[src/rtl/vedic_mult_pipe.sv]
// Pipelined NxN Vedic (Urdhva Tiryakbhyam) multiplier with valid/ready handshake.
// Optional signed operands are enabled with `define SIGNED_MODE_EN.

// 2x2 leaf cell: vertical and crosswise partial products of two 2-bit operands.
module vedic_cell2 (
  input  logic [1:0] a,
  input  logic [1:0] b,
  output logic [3:0] p
);
  logic cross_hi;
  logic cross_lo;
  logic carry1;
  logic top;

  assign cross_hi = a[1] & b[0];
  assign cross_lo = a[0] & b[1];
  assign carry1   = cross_hi & cross_lo;
  assign top      = a[1] & b[1];

  assign p[0] = a[0] & b[0];
  assign p[1] = cross_hi ^ cross_lo;
  assign p[2] = top ^ carry1;
  assign p[3] = top & carry1;
endmodule

// Combinational W x W Vedic tree, split recursively into four W/2 products.
module vedic_core #(
  parameter int W = 4
) (
  input  logic [W-1:0]   a,
  input  logic [W-1:0]   b,
  output logic [2*W-1:0] p
);
  generate
    if (W == 2) begin : g_leaf
      vedic_cell2 u_cell (.a(a), .b(b), .p(p));
    end else begin : g_split
      localparam int H = W / 2;

      logic [W-1:0] q_ll;
      logic [W-1:0] q_hl;
      logic [W-1:0] q_lh;
      logic [W-1:0] q_hh;

      vedic_core #(.W(H)) u_ll (.a(a[H-1:0]), .b(b[H-1:0]), .p(q_ll));
      vedic_core #(.W(H)) u_hl (.a(a[W-1:H]), .b(b[H-1:0]), .p(q_hl));
      vedic_core #(.W(H)) u_lh (.a(a[H-1:0]), .b(b[W-1:H]), .p(q_lh));
      vedic_core #(.W(H)) u_hh (.a(a[W-1:H]), .b(b[W-1:H]), .p(q_hh));

      assign p = {q_hh, {W{1'b0}}}
               + {{H{1'b0}}, q_hl, {H{1'b0}}}
               + {{H{1'b0}}, q_lh, {H{1'b0}}}
               + {{W{1'b0}}, q_ll};
    end
  endgenerate
endmodule

module vedic_mult_pipe #(
  parameter int WIDTH = 8
) (
  input  logic               clk,
  input  logic               rst_n,
  input  logic               in_valid,
  output logic               in_ready,
  input  logic [WIDTH-1:0]   in_a,
  input  logic [WIDTH-1:0]   in_b,
`ifdef SIGNED_MODE_EN
  input  logic               in_signed,
`endif
  output logic               out_valid,
  input  logic               out_ready,
  output logic [2*WIDTH-1:0] out_product,
  output logic               busy
);
  localparam int H = WIDTH / 2;

  logic                 adv;
  logic [WIDTH-1:0]     a_mag;
  logic [WIDTH-1:0]     b_mag;

  logic                 s1_valid;
  logic [WIDTH-1:0]     s1_a;
  logic [WIDTH-1:0]     s1_b;

  logic [WIDTH-1:0]     pp_ll;
  logic [WIDTH-1:0]     pp_hl;
  logic [WIDTH-1:0]     pp_lh;
  logic [WIDTH-1:0]     pp_hh;

  logic                 s2_valid;
  logic [WIDTH-1:0]     s2_ll;
  logic [WIDTH-1:0]     s2_hl;
  logic [WIDTH-1:0]     s2_lh;
  logic [WIDTH-1:0]     s2_hh;

  logic [2*WIDTH-1:0]   sum;
  logic [2*WIDTH-1:0]   s3_next;
  logic                 s3_valid;
  logic [2*WIDTH-1:0]   s3_product;

  // The whole pipe freezes as one while the consumer refuses a valid product.
  assign adv      = ~(s3_valid & ~out_ready);
  assign in_ready = adv;

`ifdef SIGNED_MODE_EN
  logic in_neg;
  logic s1_neg;
  logic s2_neg;

  // Magnitude of the most negative value (e.g. -128) still fits as unsigned.
  always_comb begin
    a_mag  = in_a;
    b_mag  = in_b;
    in_neg = in_signed & (in_a[WIDTH-1] ^ in_b[WIDTH-1]);
    if (in_signed && in_a[WIDTH-1]) a_mag = -in_a;
    if (in_signed && in_b[WIDTH-1]) b_mag = -in_b;
  end
`else
  assign a_mag = in_a;
  assign b_mag = in_b;
`endif

  vedic_core #(.W(H)) u_pp_ll (.a(s1_a[H-1:0]),     .b(s1_b[H-1:0]),     .p(pp_ll));
  vedic_core #(.W(H)) u_pp_hl (.a(s1_a[WIDTH-1:H]), .b(s1_b[H-1:0]),     .p(pp_hl));
  vedic_core #(.W(H)) u_pp_lh (.a(s1_a[H-1:0]),     .b(s1_b[WIDTH-1:H]), .p(pp_lh));
  vedic_core #(.W(H)) u_pp_hh (.a(s1_a[WIDTH-1:H]), .b(s1_b[WIDTH-1:H]), .p(pp_hh));

  assign sum = {s2_hh, {WIDTH{1'b0}}}
             + {{H{1'b0}}, s2_hl, {H{1'b0}}}
             + {{H{1'b0}}, s2_lh, {H{1'b0}}}
             + {{WIDTH{1'b0}}, s2_ll};

  always_comb begin
    // NOTE: assign a default before any conditional update so no latch is inferred.
    s3_next = sum;
`ifdef SIGNED_MODE_EN
    if (s2_neg) s3_next = -sum;
`endif
  end

  always_ff @(posedge clk or negedge rst_n) begin
    if (!rst_n) begin
      // NOTE: data registers are reset too, so out_product reads 0 rather than X after reset.
      s1_valid   <= 1'b0;
      s1_a       <= '0;
      s1_b       <= '0;
      s2_valid   <= 1'b0;
      s2_ll      <= '0;
      s2_hl      <= '0;
      s2_lh      <= '0;
      s2_hh      <= '0;
      s3_valid   <= 1'b0;
      s3_product <= '0;
`ifdef SIGNED_MODE_EN
      s1_neg     <= 1'b0;
      s2_neg     <= 1'b0;
`endif
    end else if (adv) begin
      // NOTE: non-blocking updates let every stage read its predecessor's old value.
      s1_valid <= in_valid;
      s2_valid <= s1_valid;
      s3_valid <= s2_valid;
      if (in_valid) begin
        s1_a <= a_mag;
        s1_b <= b_mag;
`ifdef SIGNED_MODE_EN
        s1_neg <= in_neg;
`endif
      end
      if (s1_valid) begin
        s2_ll <= pp_ll;
        s2_hl <= pp_hl;
        s2_lh <= pp_lh;
        s2_hh <= pp_hh;
`ifdef SIGNED_MODE_EN
        s2_neg <= s1_neg;
`endif
      end
      if (s2_valid) s3_product <= s3_next;
    end
  end

  assign out_valid   = s3_valid;
  assign out_product = s3_product;
  assign busy        = s1_valid | s2_valid | s3_valid;
endmodule
[config.mk]
export PLATFORM = sky130hd
export DESIGN_NAME = vedic_mult_pipe
export DESIGN_NICKNAME = d
export VERILOG_FILES = /design/src/rtl/vedic_mult_pipe.sv
export SDC_FILE = /design/constraint.sdc
export NUM_CORES = 1
export LEC_CHECK = 0
export CAP_MARGIN = 25
export CORE_MARGIN = 2
export CORE_UTILIZATION = 35
export CTS_CLUSTER_SIZE = 20
export DETAILED_ROUTE_END_ITERATION = 7
export GPL_TIMING_DRIVEN = 0
export PLACE_DENSITY_LB_ADDON = 0.3
export SYNTH_ARGS = -nofsm -noshare
export SYNTH_HDL_FRONTEND = slang
export SYNTH_SLANG_ARGS = --single-unit
[constraint.sdc]
create_clock -name clk -period 3.2 [get_ports clk]
set_clock_uncertainty 0.1 [all_clocks]
set_input_delay 0.64 -clock clk [delete_from_list [all_inputs] [get_ports clk]]
set_output_delay 0.64 -clock clk [all_outputs]
set_load 0.01 [all_outputs]
==> summary.txt <==
Worst setup path
  – Slack of the worst reg-to-reg path: 0.15 ns
  – Category of the worst setup path capture point: flop
  – Critical Path Most Common Cell: sky130_fd_sc_hd__ha_1
  – Crit path largest cell delay: 0.46 ns
  – Number of cells traversed by the worst register-to-register path: 11
  – Worst Path Required: 3.31 ns
  – Critical path class: reg -> reg
  – Slowest stage cell on the critical path: sky130_fd_sc_hd__dfrtp_2
  – Crit path arrival time: 3.17 ns
  – Startpoint of the worst register-to-register path: s1_a[1]
  – Startpoint type of the worst setup path: flop
  – Cell-by-cell listing of the critical path: buf_4 -> and2_1 -> ha_1 -> ha_1 -> fa_1 -> ha_1 -> fa_1 -> a21o_1 -> a21oi_1 -> xor2_1 -> o21ai_0
  – Worst-path maximum fanout: 7
  – Startpoint of the most critical setup path: s1_a[1]
  – Capture instance of the worst register-to-register path: s2_ll[7]

Clocking
  – Worst skew pair latency: 0.33 ns
  – Clk pin slew, worst setup/hold paths: 0.06 ns
  – Root cell of the clock tree: sky130_fd_sc_hd__clkbuf_16
  – Number of buffers inserted by hold repair at cts: 0
  – Total clock buffers created by CTS: 9
  – H-tree lvl count: 3
  – TritonCTS clock tree: built
  – Maximum count of clock buffers along a single path: 2
  – Total number of clock tree sinks: 67

Timing
  – Min Hold Slack: 0.306 ns
  – Worst Tran Pin Value: 0.850 ns
  – Fraction of the cycle the final worst path needs: 95.4%
  – Number of pins with negative max-slew slack in the final report: 0
  – Count of final setup violators: 0
  – Final Hold Fails: 0
  – Setup repair after global routing missed its margin: no
  – Highest achievable clock rate: 327 MHz
  – Tightest slew margin relative to the limit: 43.3%
  – Final Critical Period: 3.05 ns
  – Worst setup slack after layout: 0.146 ns

Power and ir drop
  – Power per Cell Area: 990 nW/um^2
  – Worst-case vdd ir drop: 0.380 mV
  – Total leakage power: 2.84 nW

Cells and area
  – Number of antenna cells inserted: 0
  – Synth-to-Final Area Change: 19.7%
  – Non-filler cells, final: 700
  – Share of final-layout standard cells stronger than drive strength 1: 14.1%
  – Count of nets after finishing: 624

Logic synthesis
  – Seq cells post-synth: 67
  – Post-synthesis async set-or-reset flop share: 100%
  – Proportion of synthesized chip area in sequential cells: 34.9%
  – Top cell type's share of synthesized area: 34.9%
  – Ys flop type: sky130_fd_sc_hd__dfrtp_1
  – Number of flops mapped to enable cells by yosys: 0
  – Post-synthesis cell count: 465
  – Count of warnings emitted by yosys: 0
  – Netlist cell types: 33
  – Syn Std Cell Area: 4810 um^2
  – Synth area leaders: sky130_fd_sc_hd__dfrtp_1, sky130_fd_sc_hd__ha_1, sky130_fd_sc_hd__fa_1, sky130_fd_sc_hd__mux2_2, sky130_fd_sc_hd__and2_1
  – Most frequent cell after synthesis: sky130_fd_sc_hd__inv_1
  – Leading post-synthesis cells by instance count: sky130_fd_sc_hd__inv_1, sky130_fd_sc_hd__dfrtp_1, sky130_fd_sc_hd__and2_1
  – Synth area leader: sky130_fd_sc_hd__dfrtp_1
  – Number of nets in the synthesized netlist: 570
  – Syn_area_per_cell: 10.3 um^2

GRT
  – Number of global-route vias before repair: 3387
  – Wire length of the first global-routing pass: 16600 um
  – GRT Overall Usage: 14.5%
  – GR Overflow Total: 0
  – Largest net degree at the start of global routing: 68
  – Initial antenna violation count: 0

Worst hold path
  – Class of the worst hold path: in -> async

Placed design
  – Placer's final routability congestion estimate: 0.808
  – Half-perimeter wire length after detailed placement: 7320 um
  – IO Port Bufs: 38
  – Number of placed instances with taps included: 679
  – Worst-case setup slack after placement: 0.0800 ns

Floorplanning
  – Number of rows created at floorplan: 42
  – Initial Util: 36.0%
  – Horizontal die dimension: 121 um
  – Chip Height: 121 um
  – I/O pin cnt: 39
  – Area inside the core boundary: 13300 um^2
  – Full die area: 14700 um^2

Route
  – Number of iterations in the first detailed-routing pass: 5
  – DR DRC count: 0
  – WL final: 9670 um
  – Remaining antenna violation count: 0
  – Via/cell ratio: 4.65
  – Number of vias after detailed routing: 3258
  – Avg WL per Cell: 13.8 um
  – Initial DRC Count: 83

Status
  – Result of the run: complete, no violations

Flow run
  – Number of maximum-capacitance constraint violations: 0
layer usage:
metal	vias to the layer above	part of all wire [%]	global-route usage, %
met4	0	1.2	4.53
li1	1625	-	-
met1	1567	48	19.1
met3	9	5.0	2.73
met5	-	0	0
met2	57	46	24.2
power by group:
group | switching (mW) | leakage [nW] | internal (mW)
Sequential | 0.320 | 0.810 | 1.22
Combinational | 1.61 | 1.89 | 1.56
Clock | 0.392 | 0.138 | 0.606
Total | 2.32 | 2.84 | 3.38
worst max-delay path: cells and delay by family (launching register included):
family                     cells  cell delay (ns)
adders and majority gates      5             1.47
DFF                            1             0.46
AOI/OAI and AO/OA              3             0.44
buffers and inverters          1             0.16
xor gates and xnor gates       1             0.16
and+or+nand+nor                1             0.13
placed cells by master (no fill, tap or decap), types with 4 or more instances in the layout:
cell                              instances
sky130_fd_sc_hd__clkbuf_1                 4
sky130_fd_sc_hd__dfrtp_2                 11
sky130_fd_sc_hd__buf_4                    6
sky130_fd_sc_hd__a21o_1                  11
sky130_fd_sc_hd__inv_1                   72
sky130_fd_sc_hd__and2_1                  57
sky130_fd_sc_hd__buf_2                    5
sky130_fd_sc_hd__o21ai_0                 30
sky130_fd_sc_hd__a21oi_1                 13
sky130_fd_sc_hd__mux2_2                  35
sky130_fd_sc_hd__nand2_1                 42
sky130_fd_sc_hd__xor2_1                  13
sky130_fd_sc_hd__ha_1                    56
sky130_fd_sc_hd__clkbuf_16                9
sky130_fd_sc_hd__fa_1                    28
sky130_fd_sc_hd__clkdlybuf4s50_1         37
sky130_fd_sc_hd__dfrtp_1                 56
area by class of cell:
class                   instances  area, um^2
clock buffers                   9         225
plain buffers                   9        42.5
fillers                      1348        7590
clock inverters                 7        75.1
repair buffers                 43         413
inverters                      72         270
well taps                     176         220
multi-input cells             317        2820
flip-flops and latches         67        1690
worst max path at each step:
stage               endpoint  slack, ns  cells after the start
CTS                 s2_lh[7]       0.07                     11
floorplan           s2_lh[7]       0.37                     11
finish              s2_ll[7]       0.15                     11
detailed placement  s2_lh[7]       0.08                     11
global placement    s2_hh[5]      -0.82                      1
global route        s2_ll[7]       0.02                     11
registers in the layout, summed over array words and instances (netlist names):
register / flops
s2_ll: 8
s1_a: 8
s1_valid: 1
s2_valid: 1
s2_lh: 8
s2_hh: 8
s2_hl: 8
out_valid: 1
s1_b: 8
out_product: 16
timing repair:
item / 4_1_cts / 5_1_grt
setup endpoints to repair: 0 / 4
setup buffers: 0 / 5
hold endpoints to repair: 0 / 0
gates resized for setup: 0 / 12
cell families after synthesis:
kind of cell,synth area share (%)
AND/OR/NAND/NOR,12.1
adder cells (fa/ha/maj),26.6
buffers and inverters,6.50
AO/OA/AOI/OAI,8.32
flip-flops,34.9
multiplexers,8.61
XOR/XNOR,2.91
through the flow:
stage	utilization, %	cell area [um^2]	total power, mW	TNS (ns)
detailed placement	40.5	5410	4.69	0
floorplan	-	4810	3.73	0
finish	43.1	5760	5.70	0
global route	43.1	5760	6.33	0
global placement	40.5	5410	4.58	-54.28
CTS	42.8	5710	5.75	0
Note: power is estimated with default switching activity, not from simulation.
